--- src/rtl/rle_enc_param.sv ---
// ============================================================================
// Module   : rle_enc_param
// Brief    : Run-length encoder streaming symbols from dpsram, writing
//            packed {symbol,count} pairs back to dpsram.
// Revision : 1.0
// ============================================================================
`default_nettype none

module rle_enc_param #(
  parameter int SYM_W   = 8,
  parameter int MAX_RUN = (1 << SYM_W) - 1,
  parameter int ADDR_W  = 16
) (
  input  logic              clk,
  input  logic              reset,
  input  logic              start,
  input  logic [31:0]       message_addr,
  input  logic [31:0]       message_size,
  input  logic [31:0]       rle_addr,
  output logic [31:0]       rle_size,
  output logic              done,
  output logic              busy,
  output logic              port_A_clk,
  output logic [ADDR_W-1:0] port_A_addr,
  input  logic [31:0]       port_A_data_out,
  output logic [31:0]       port_A_data_in,
  output logic              port_A_we
);

  localparam int SPW   = 32 / SYM_W;
  localparam int PW    = 2 * SYM_W;
  localparam int PPW   = 32 / PW;
  localparam int IW    = $clog2(SPW + 1);
  localparam int BW    = $clog2(PPW + 1);
  localparam int SHIFT = (SYM_W == 16) ? 1 : 0;
  localparam logic [SYM_W-1:0] MAX_CNT = SYM_W'(MAX_RUN);
  localparam logic [IW-1:0]    SPW_I   = IW'(SPW);
  localparam logic [BW-1:0]    PPW_B   = BW'(PPW);
  localparam logic [31:0]      BPP     = 32'(PW / 8);

  typedef enum logic [2:0] {
    IDLE, RD_REQ, RD_WAIT, SCAN, EMIT, WRITE, FLUSH, DONE
  } state_t;

  state_t            state_q, state_d;
  logic [31:0]       rd_ptr_q, rd_ptr_d, wr_ptr_q, wr_ptr_d;
  logic [31:0]       remain_q, remain_d, pairs_q, pairs_d;
  logic [31:0]       word_q, word_d, buf_q, buf_d;
  logic [IW-1:0]     sym_idx_q, sym_idx_d;
  logic [SYM_W-1:0]  cur_sym_q, cur_sym_d, count_q, count_d;
  logic              have_run_q, have_run_d;
  logic [BW-1:0]     buf_cnt_q, buf_cnt_d;

  logic [SYM_W-1:0]  sym;
  logic [31:0]       buf_app;
  logic [BW-1:0]     buf_cnt_inc;

  always_comb begin
    sym = '0;
    for (int s = 0; s < SPW; s++)
      if (sym_idx_q == IW'(s)) sym = word_q[s*SYM_W +: SYM_W];
  end

  // Current pair dropped into the next free slot, first pair in the low bits
  always_comb begin
    buf_app = buf_q;
    for (int p = 0; p < PPW; p++)
      if (buf_cnt_q == BW'(p)) buf_app[p*PW +: PW] = {cur_sym_q, count_q};
  end

  assign buf_cnt_inc = buf_cnt_q + BW'(1);

  always_comb begin
    state_d    = state_q;
    rd_ptr_d   = rd_ptr_q;
    wr_ptr_d   = wr_ptr_q;
    remain_d   = remain_q;
    pairs_d    = pairs_q;
    word_d     = word_q;
    buf_d      = buf_q;
    sym_idx_d  = sym_idx_q;
    cur_sym_d  = cur_sym_q;
    count_d    = count_q;
    have_run_d = have_run_q;
    buf_cnt_d  = buf_cnt_q;
    case (state_q)
      IDLE, DONE: begin
        if (start) begin
          rd_ptr_d   = message_addr;
          wr_ptr_d   = rle_addr;
          remain_d   = message_size >> SHIFT;
          pairs_d    = '0;
          buf_d      = '0;
          buf_cnt_d  = '0;
          sym_idx_d  = '0;
          count_d    = '0;
          have_run_d = 1'b0;
          state_d    = (message_size == 32'd0) ? DONE : RD_REQ;
        end
      end
      RD_REQ: state_d = RD_WAIT;
      RD_WAIT: begin
        word_d    = port_A_data_out;
        rd_ptr_d  = rd_ptr_q + 32'd4;
        sym_idx_d = '0;
        state_d   = SCAN;
      end
      SCAN: begin
        if (remain_q == 32'd0) begin
          state_d = have_run_q ? EMIT : ((buf_cnt_q != '0) ? FLUSH : DONE);
        end else if (sym_idx_q == SPW_I) begin
          state_d = RD_REQ;
        end else if (!have_run_q) begin
          cur_sym_d  = sym;
          count_d    = SYM_W'(1);
          have_run_d = 1'b1;
          sym_idx_d  = sym_idx_q + IW'(1);
          remain_d   = remain_q - 32'd1;
        end else if (sym == cur_sym_q && count_q < MAX_CNT) begin
          count_d   = count_q + SYM_W'(1);
          sym_idx_d = sym_idx_q + IW'(1);
          remain_d  = remain_q - 32'd1;
        end else begin
          state_d = EMIT;
        end
      end
      EMIT: begin
        buf_d     = buf_app;
        buf_cnt_d = buf_cnt_inc;
        pairs_d   = pairs_q + 32'd1;
        if (remain_q == 32'd0) begin
          have_run_d = 1'b0;
        end else begin
          // The symbol that broke the run opens the next one
          cur_sym_d = sym;
          count_d   = SYM_W'(1);
          sym_idx_d = sym_idx_q + IW'(1);
          remain_d  = remain_q - 32'd1;
        end
        if (buf_cnt_inc == PPW_B)      state_d = WRITE;
        else if (remain_q == 32'd0)    state_d = FLUSH;
        else                           state_d = SCAN;
      end
      WRITE: begin
        wr_ptr_d  = wr_ptr_q + 32'd4;
        buf_d     = '0;
        buf_cnt_d = '0;
        state_d   = (remain_q == 32'd0 && !have_run_q) ? DONE : SCAN;
      end
      FLUSH: begin
        wr_ptr_d  = wr_ptr_q + 32'd4;
        buf_d     = '0;
        buf_cnt_d = '0;
        state_d   = DONE;
      end
      default: state_d = IDLE;
    endcase
  end

  always_ff @(posedge clk or posedge reset) begin
    if (reset) begin
      state_q    <= IDLE;
      rd_ptr_q   <= '0;
      wr_ptr_q   <= '0;
      remain_q   <= '0;
      pairs_q    <= '0;
      word_q     <= '0;
      buf_q      <= '0;
      sym_idx_q  <= '0;
      cur_sym_q  <= '0;
      count_q    <= '0;
      have_run_q <= 1'b0;
      buf_cnt_q  <= '0;
    end else begin
      state_q    <= state_d;
      rd_ptr_q   <= rd_ptr_d;
      wr_ptr_q   <= wr_ptr_d;
      remain_q   <= remain_d;
      pairs_q    <= pairs_d;
      word_q     <= word_d;
      buf_q      <= buf_d;
      sym_idx_q  <= sym_idx_d;
      cur_sym_q  <= cur_sym_d;
      count_q    <= count_d;
      have_run_q <= have_run_d;
      buf_cnt_q  <= buf_cnt_d;
    end
  end

  assign port_A_clk     = clk;
  assign port_A_we      = (state_q == WRITE) || (state_q == FLUSH);
  assign port_A_data_in = port_A_we ? buf_q : 32'd0;
  assign done           = (state_q == DONE);
  assign busy           = (state_q != IDLE) && (state_q != DONE);
  assign rle_size       = pairs_q * BPP;

  always_comb begin
    port_A_addr = '0;
    if (state_q == RD_REQ)  port_A_addr = {rd_ptr_q[ADDR_W-1:2], 2'b00};
    else if (port_A_we)     port_A_addr = {wr_ptr_q[ADDR_W-1:2], 2'b00};
  end

endmodule

`default_nettype wire

--- config.mk ---
export PLATFORM = sky130hd
export DESIGN_NAME = rle_enc_param
export DESIGN_NICKNAME = d
export VERILOG_FILES = /design/src/rtl/rle_enc_param.sv
export SDC_FILE = /design/constraint.sdc
export NUM_CORES = 1
export LEC_CHECK = 0
export ABC_AREA = 1
export CORE_MARGIN = 5
export CORE_UTILIZATION = 58
export CTS_BUF_LIST = sky130_fd_sc_hd__clkbuf_4
export CTS_CLUSTER_SIZE = 30
export DETAILED_ROUTE_END_ITERATION = 7
export PLACE_DENSITY = 0.93
export SLEW_MARGIN = 20
export SYNTH_ARGS = -nofsm -noshare
export SYNTH_HDL_FRONTEND = slang
export SYNTH_SLANG_ARGS = --single-unit
--- constraint.sdc ---
create_clock -name clk -period 9.8 [get_ports clk]
set_clock_uncertainty 0.1 [all_clocks]
set_input_delay 1.96 -clock clk [delete_from_list [all_inputs] [get_ports clk]]
set_output_delay 1.96 -clock clk [all_outputs]
set_load 0.02 [all_outputs]
==> results.md, run 1 <==
- Post-Route WL: 29110 µm
- Fraction of layout cells with a size suffix above 1: 0.03477
- Worst vdd ir: 0.0001644 V
- TritonRoute pass-1 iters: 6
- Sw Share: 0.4857
- Gate power share: 0.523
- Rows: 49
- Io pins: 215
- WL met1: 12390 µm
- Largest family of logic cells by synthesized area: simple AND/OR/NAND/NOR gates
- P_sw: 1736 µW
- Pin slew with the least headroom to its limit: 0.9546 ns
- Average size of a mapped cell: 6.964 µm²
- Synth cell types: 46
- Xor/xnor share of the synthesized area: 0.01957
- Placed Area: 12600 µm²
- Register area share after synthesis: 0.4194
- DP Cell Count: 1891
- Top_reg_cell synth: dfrtp_1
- Total track usage: 0.2706
- PwrDens: 275.9 nW/µm²
- Leakage: 0.005841 µW
- Clock Latency Late Sink: 0.69 ns
- Register share of total power: 0.339
- Vias after detailed routing: 10947
- FF-to-FF setup slack: 6.10 ns
- Synth warn: 0
- Mux cell area share after synthesis: 0
- DP Wirelength: 20910 µm
- Place WS: 2.332 ns
- Synth Area in Compound Gates: 0.1294
- Initial Util: 0.5938
- Core area: 18090 µm²
- Port bufs: 175
- Hold depth: 2
- Status: finished, final reports clean
- R2R Path End: rd_ptr_q[13]$_DFFE_PP0P_
- Post-Syn Instances: 1542
- Synth Area in Adders: 0.01981
- Worst hold margin: 0.3940 ns
- Area contributors post-synth: dfrtp_1 (42%), nand2_1 (17%), nor2_1 (6.2%), o21ai_0 (5.7%), inv_1 (5.6%)
- DIE HEIGHT: 146.1 µm
- FFs w/ async S/R, synth: 1.000
- Setup ws final: 2.088 ns
- Worst Setup Start Kind: clock port
- Finished Cell Area: 12950 µm²
- First-pass GRT wire length: 48650 µm
- CP Launch Point: clk
- DR WL/cell: 15.11 µm
- CP Capture Type: primary output
- # setup viols final: 0
- Critical Path RT: 7.74 ns
- RSZ-0062 raised after global routing: no
- Worst reg-to-reg path cell count: 12
- WS Path Type: clock port to primary output
- Area grow syn2layout: 20.61%
- Initial antenna violation count: 1
- Placer Congestion: 0.9302
- Post-CTS sizing: 0
- Hold-fix buffers, CTS: 0
- Max-slew headroom: 0.3621
- Most instantiated library cell after synthesis: nand2_1
- Endpoint, Worst Hold: word_q[18]$_DFFE_PP0P_
- Simple logic cell fraction of the synthesized area: 0.3251
- CTS tree: done
- Largest net degree at the start of global routing: 99
- Post-synth top area share: 0.4194
- Hold Crit Start: word_q[18]$_DFFE_PP0P_
- Drc violations: 0
- Setup TNS: 0 ns
- Number of DRC markers in iteration 0: 1016
- Vias in the first global route: 10158
- Reg2Reg Launch Point: state_q[0]$_DFFE_PP0P_
- Top cell type by total area after synthesis: dfrtp_1
- Worst Path Arrival: 5.65 ns
- Final std cells w/o fill: 1927
- Post-synth EDFFs: 0
- Fin. Hold Viols: 0
- Final-report max-slew violation count: 0
- Top Layer Used: met4
- Internal Power: 1838 µW
- Met2 routed WL: 13880 µm
- Cell area after synthesis: 10740 µm²
- HP Class: register to register
- Vias per cell: 5.681
- #FFs+latches synth: 180
- Gr ovfl total: 0
- Post-layout net count: 1832
- Most frequent cells after synthesis: nand2_1 (474), dfrtp_1 (180), nor2_1 (178), inv_1 (161), o21ai_0 (122)
- Die footprint: 21340 µm²
- Die X: 146.1 µm
- Clk slew on worst S/H paths: 0.14 ns
- Metal3 WL: 2152 µm
- Max cap viols: 0
- Final ANT Viol Nets: 0
- Worst-path fanout max: 3
- Buffers inserted by post-CTS timing repair: 0
- Clock share of power: 0.138
-- stage by stage --
step | util | power, µW
after floorplan | - | 2545
after global placement | 0.6966 | 2990
after detailed placement | 0.6966 | 3067
after CTS | 0.7154 | 3549
after global routing | 0.7162 | 3888
final | 0.7162 | 3574
-- final cells by class --
class / count / area [µm²]
diodes: 1 / 2.502
repair buffers: 185 / 1828
flip-flops and latches: 180 / 4504
fillers: 1456 / 5134
well taps: 229 / 286.5
clock buffers: 22 / 167.7
inverters: 170 / 643.1
clock inverters: 14 / 181.4
multi-input cells: 1126 / 5339
-- kinds of logic (layout without fill, tap and decap cells) --
group / count (synthesis) / after routing
AND/OR/NAND/NOR: 832 / 832
AO/OA/AOI/OAI: 250 / 250
buffers and inverters: 238 / 391
flip-flops: 180 / 180
XOR/XNOR: 24 / 24
adder cells (fa/ha/maj): 17 / 17
other: 1 / 4
-- registers in the layout, indices dropped and copies added, names as in the netlist --
name / count
cur_sym_q: 8
pairs_q: 31
buf_q: 32
have_run_q: 1
remain_q: 32
state_q: 3
count_q: 8
wr_ptr_q: 14
word_q: 32
sym_idx_q: 3
buf_cnt_q: 2
rd_ptr_q: 14
-- cells in the final DEF, fill, tap and decap left out, drive strengths merged, types with 2 or more instances in the layout --
cell,n
nor3,21
o211ai,9
inv,167
nand3,60
a31oi,12
xnor2,17
nand2,476
conb,3
nor3b,4
xor2,7
or2,3
dfrtp,180
a21oi,62
clkbuf,21
bufinv,4
clkdlybuf4s50,175
nand3b,3
nor2,180
o21a,6
o21bai,3
buf,11
o2111ai,2
ha,17
o21ai,128
nand4,64
clkinvlp,2
o22ai,14
clkinv,11
o31ai,6
nor4,20
-- critical path: stages --
cell,delay (ns)
clkbuf_4,0.11
clkbuf_4,0.12
clkdlybuf4s50_1,0.52
-- metal layers --
layer / track usage / vias up
li1: - / 5312
met1: 0.3720 / 5042
met2: 0.4415 / 532
met3: 0.04338 / 61
met4: 0.09125 / 0
met5: 0 / -
-- worst max-delay path by stage --
| stage | end | cells past startpoint |
|---|---|---|
| floorplan | port_A_clk | 1 |
| finish | port_A_clk | 3 |
| CTS | port_A_clk | 3 |
| global route | port_A_clk | 3 |
| global placement | port_A_clk | 1 |
| detailed placement | port_A_clk | 1 |
-- power by group through the flow --
stage	Clock, µW	Sequential (µW)	Combinational, µW
final	494	1210	1870
after detailed placement	13.7	1210	1840
after floorplan	11.9	1150	1380
after global placement	13.7	1200	1780
after global routing	532	1240	2110
after CTS	499	1200	1850
Power figures use the tool's default switching activity.
==> run 2: changes to the inputs <==
- CORE_UTILIZATION: 58 -> 54
- PLACE_DENSITY: 0.93 -> 0.88
- clock period: 9.8 -> 8 ns (I/O delays scaled with it)
==> run 2 against run 1 <==
Net effect: non-clock buffer count is 1 higher; critical path depth did not move; total power rose by 19%; utilization down 5.4 points; via count down 0.86%; worst setup slack got worse by 0.54 ns; clock-buffer cell count fell by 1; largest power group unchanged.
==> results.md, run 2 (synthesized netlist as in run 1, its figures left out) <==
- Setup TNS: 0 ns
- CP dominant cell by count: clkbuf_4
- Core area: 19530 µm²
- Gr ovfl total: 0
- Reg2Reg Launch Point: sym_idx_q[0]$_DFFE_PP0P_
- FF-to-FF setup slack: 4.07 ns
- CP Launch Point: clk
- Drc violations: 0
- CP Capture Type: primary output
- Vias after detailed routing: 10853
- Worst Setup Start Kind: clock port
- PwrDens: 329.8 nW/µm²
- R2R Path End: remain_q[25]$_DFFE_PP0P_
- DR WL/cell: 14.62 µm
- Post-CTS sizing: 0
- Max cap viols: 0
- Fin. Hold Viols: 0
- DP Wirelength: 20700 µm
- CP endpoint: port_A_clk
- Post-Route WL: 28720 µm
- Biggest regs: buf_q x32, remain_q x32, word_q x32
- Io pins: 215
- Vias per cell: 5.526
- First-pass GRT wire length: 48120 µm
- Area grow syn2layout: 20.31%
- Number of DRC markers in iteration 0: 983
- Commonest non-fill, non-tap cells in the layout: nand2_1 (474), dfrtp_1 (180), nor2_1 (175), clkdlybuf4s50_1 (175), inv_1 (160)
- DIE HEIGHT: 151.0 µm
- Worst reg-to-reg path cell count: 16
- Largest net degree at the start of global routing: 115
- Die footprint: 22810 µm²
- Initial antenna violation count: 1
- CTS tree: done
- Die X: 151.0 µm
- WS Path Type: clock port to primary output
- Worst vdd ir: 0.0001411 V
- Vias in the first global route: 10202
- Final-report max-slew violation count: 0
- Final std cells w/o fill: 1964
- Post-layout net count: 1833
- Rows: 51
- Pin slew with the least headroom to its limit: 0.9365 ns
- Critical-path top delay cell: clkdlybuf4s50_1
- TritonRoute pass-1 iters: 6
- CP peak stage delay: 0.53 ns
- DP Cell Count: 1928
- Port bufs: 175
- Final ANT Viol Nets: 0
- Initial Util: 0.5500
- Worst Path Arrival: 4.75 ns
- Clock Latency Late Sink: 0.69 ns
- Worst-path fanout max: 4
- Buffers inserted by post-CTS timing repair: 0
- Leakage: 0.005808 µW
- Clk slew on worst S/H paths: 0.14 ns
- # setup viols final: 0
- Status: finished, final reports clean
- Placer Congestion: 0.9466
- Hold-fix buffers, CTS: 0
- Fraction of layout cells with a size suffix above 1: 0.03418
- Critical Path RT: 6.30 ns
- HP Class: register to register
- Worst-path cell chain: clkbuf_4 > clkbuf_4 > clkdlybuf4s50_1
- RSZ-0062 raised after global routing: no
- Most common cell after layout, fill and taps aside: nand2_1
- Max-slew headroom: 0.3742
- Total track usage: 0.2570
[run 2: cell types whose count changed in the layout (fill, tap and decap cells not counted)]
cell       previous run  this run
inv_8                 0         1
diode_2               1         2
clkbuf_4             21        20
buf_6                 1         0
clkinv_4              0         3
clkinv_2              1         2
o21ai_1               6         7
inv_6                 4         2
bufinv_16             4         1
buf_4                10        12
o21ai_4               2         1
[run 2: per-layer routing]
layer,part of all wire,global-route usage
met1,0.43,0.3564
met2,0.47,0.4153
met3,0.073,0.03830
met4,0.023,0.08749
met5,0,0
[run 2: worst max-delay path: cells and delay by family]
family                 cells  cell delay, ns
buffers and inverters      3            0.76
[run 2: area by class of cell]
class                      count  area [µm²]
fill                        1688        6606
multi-input combinational   1126        5328
sequential                   180        4504
timing repair buffer         186        1832
inverter                     170       645.6
tap                          265       331.6
clock buffer                  21       160.2
clock inverter                14       113.9
antenna                        2       5.005
[run 2: power by group]
| part | internal (µW) | total, µW | switching (µW) |
|---|---|---|---|
| logic | 767 | 2280 | 1510 |
| clock network | 175 | 508 | 333 |
| registers | 1210 | 1480 | 265 |
[run 2: per-stage QoR]
stage	setup WS [ns]	hold WS, ns	power (µW)	util	cell area [µm²]
final	1.546	0.3878	4261	0.6617	12920
after global routing	1.520	0.4225	4652	0.6617	12920
after CTS	1.526	0.3908	4253	0.6613	12910
after detailed placement	1.792	0.3571	3760	0.6478	12650
after global placement	1.792	0.3535	3663	0.6478	12650
after floorplan	1.413	0.3367	3118	-	10750
[run 2: worst min-delay path by stage]
stage                                        from                       to  slack [ns]  cells after the start
after floorplan            word_q[17]$_DFFE_PP0P_   word_q[17]$_DFFE_PP0P_        0.34                      2
after global placement    remain_q[1]$_DFFE_PP0P_  remain_q[1]$_DFFE_PP0P_        0.35                      2
after detailed placement   word_q[17]$_DFFE_PP0P_   word_q[17]$_DFFE_PP0P_        0.36                      2
after CTS                  word_q[17]$_DFFE_PP0P_   word_q[17]$_DFFE_PP0P_        0.39                      2
after global routing       word_q[17]$_DFFE_PP0P_   word_q[17]$_DFFE_PP0P_        0.42                      2
final                      word_q[17]$_DFFE_PP0P_   word_q[17]$_DFFE_PP0P_        0.39                      2
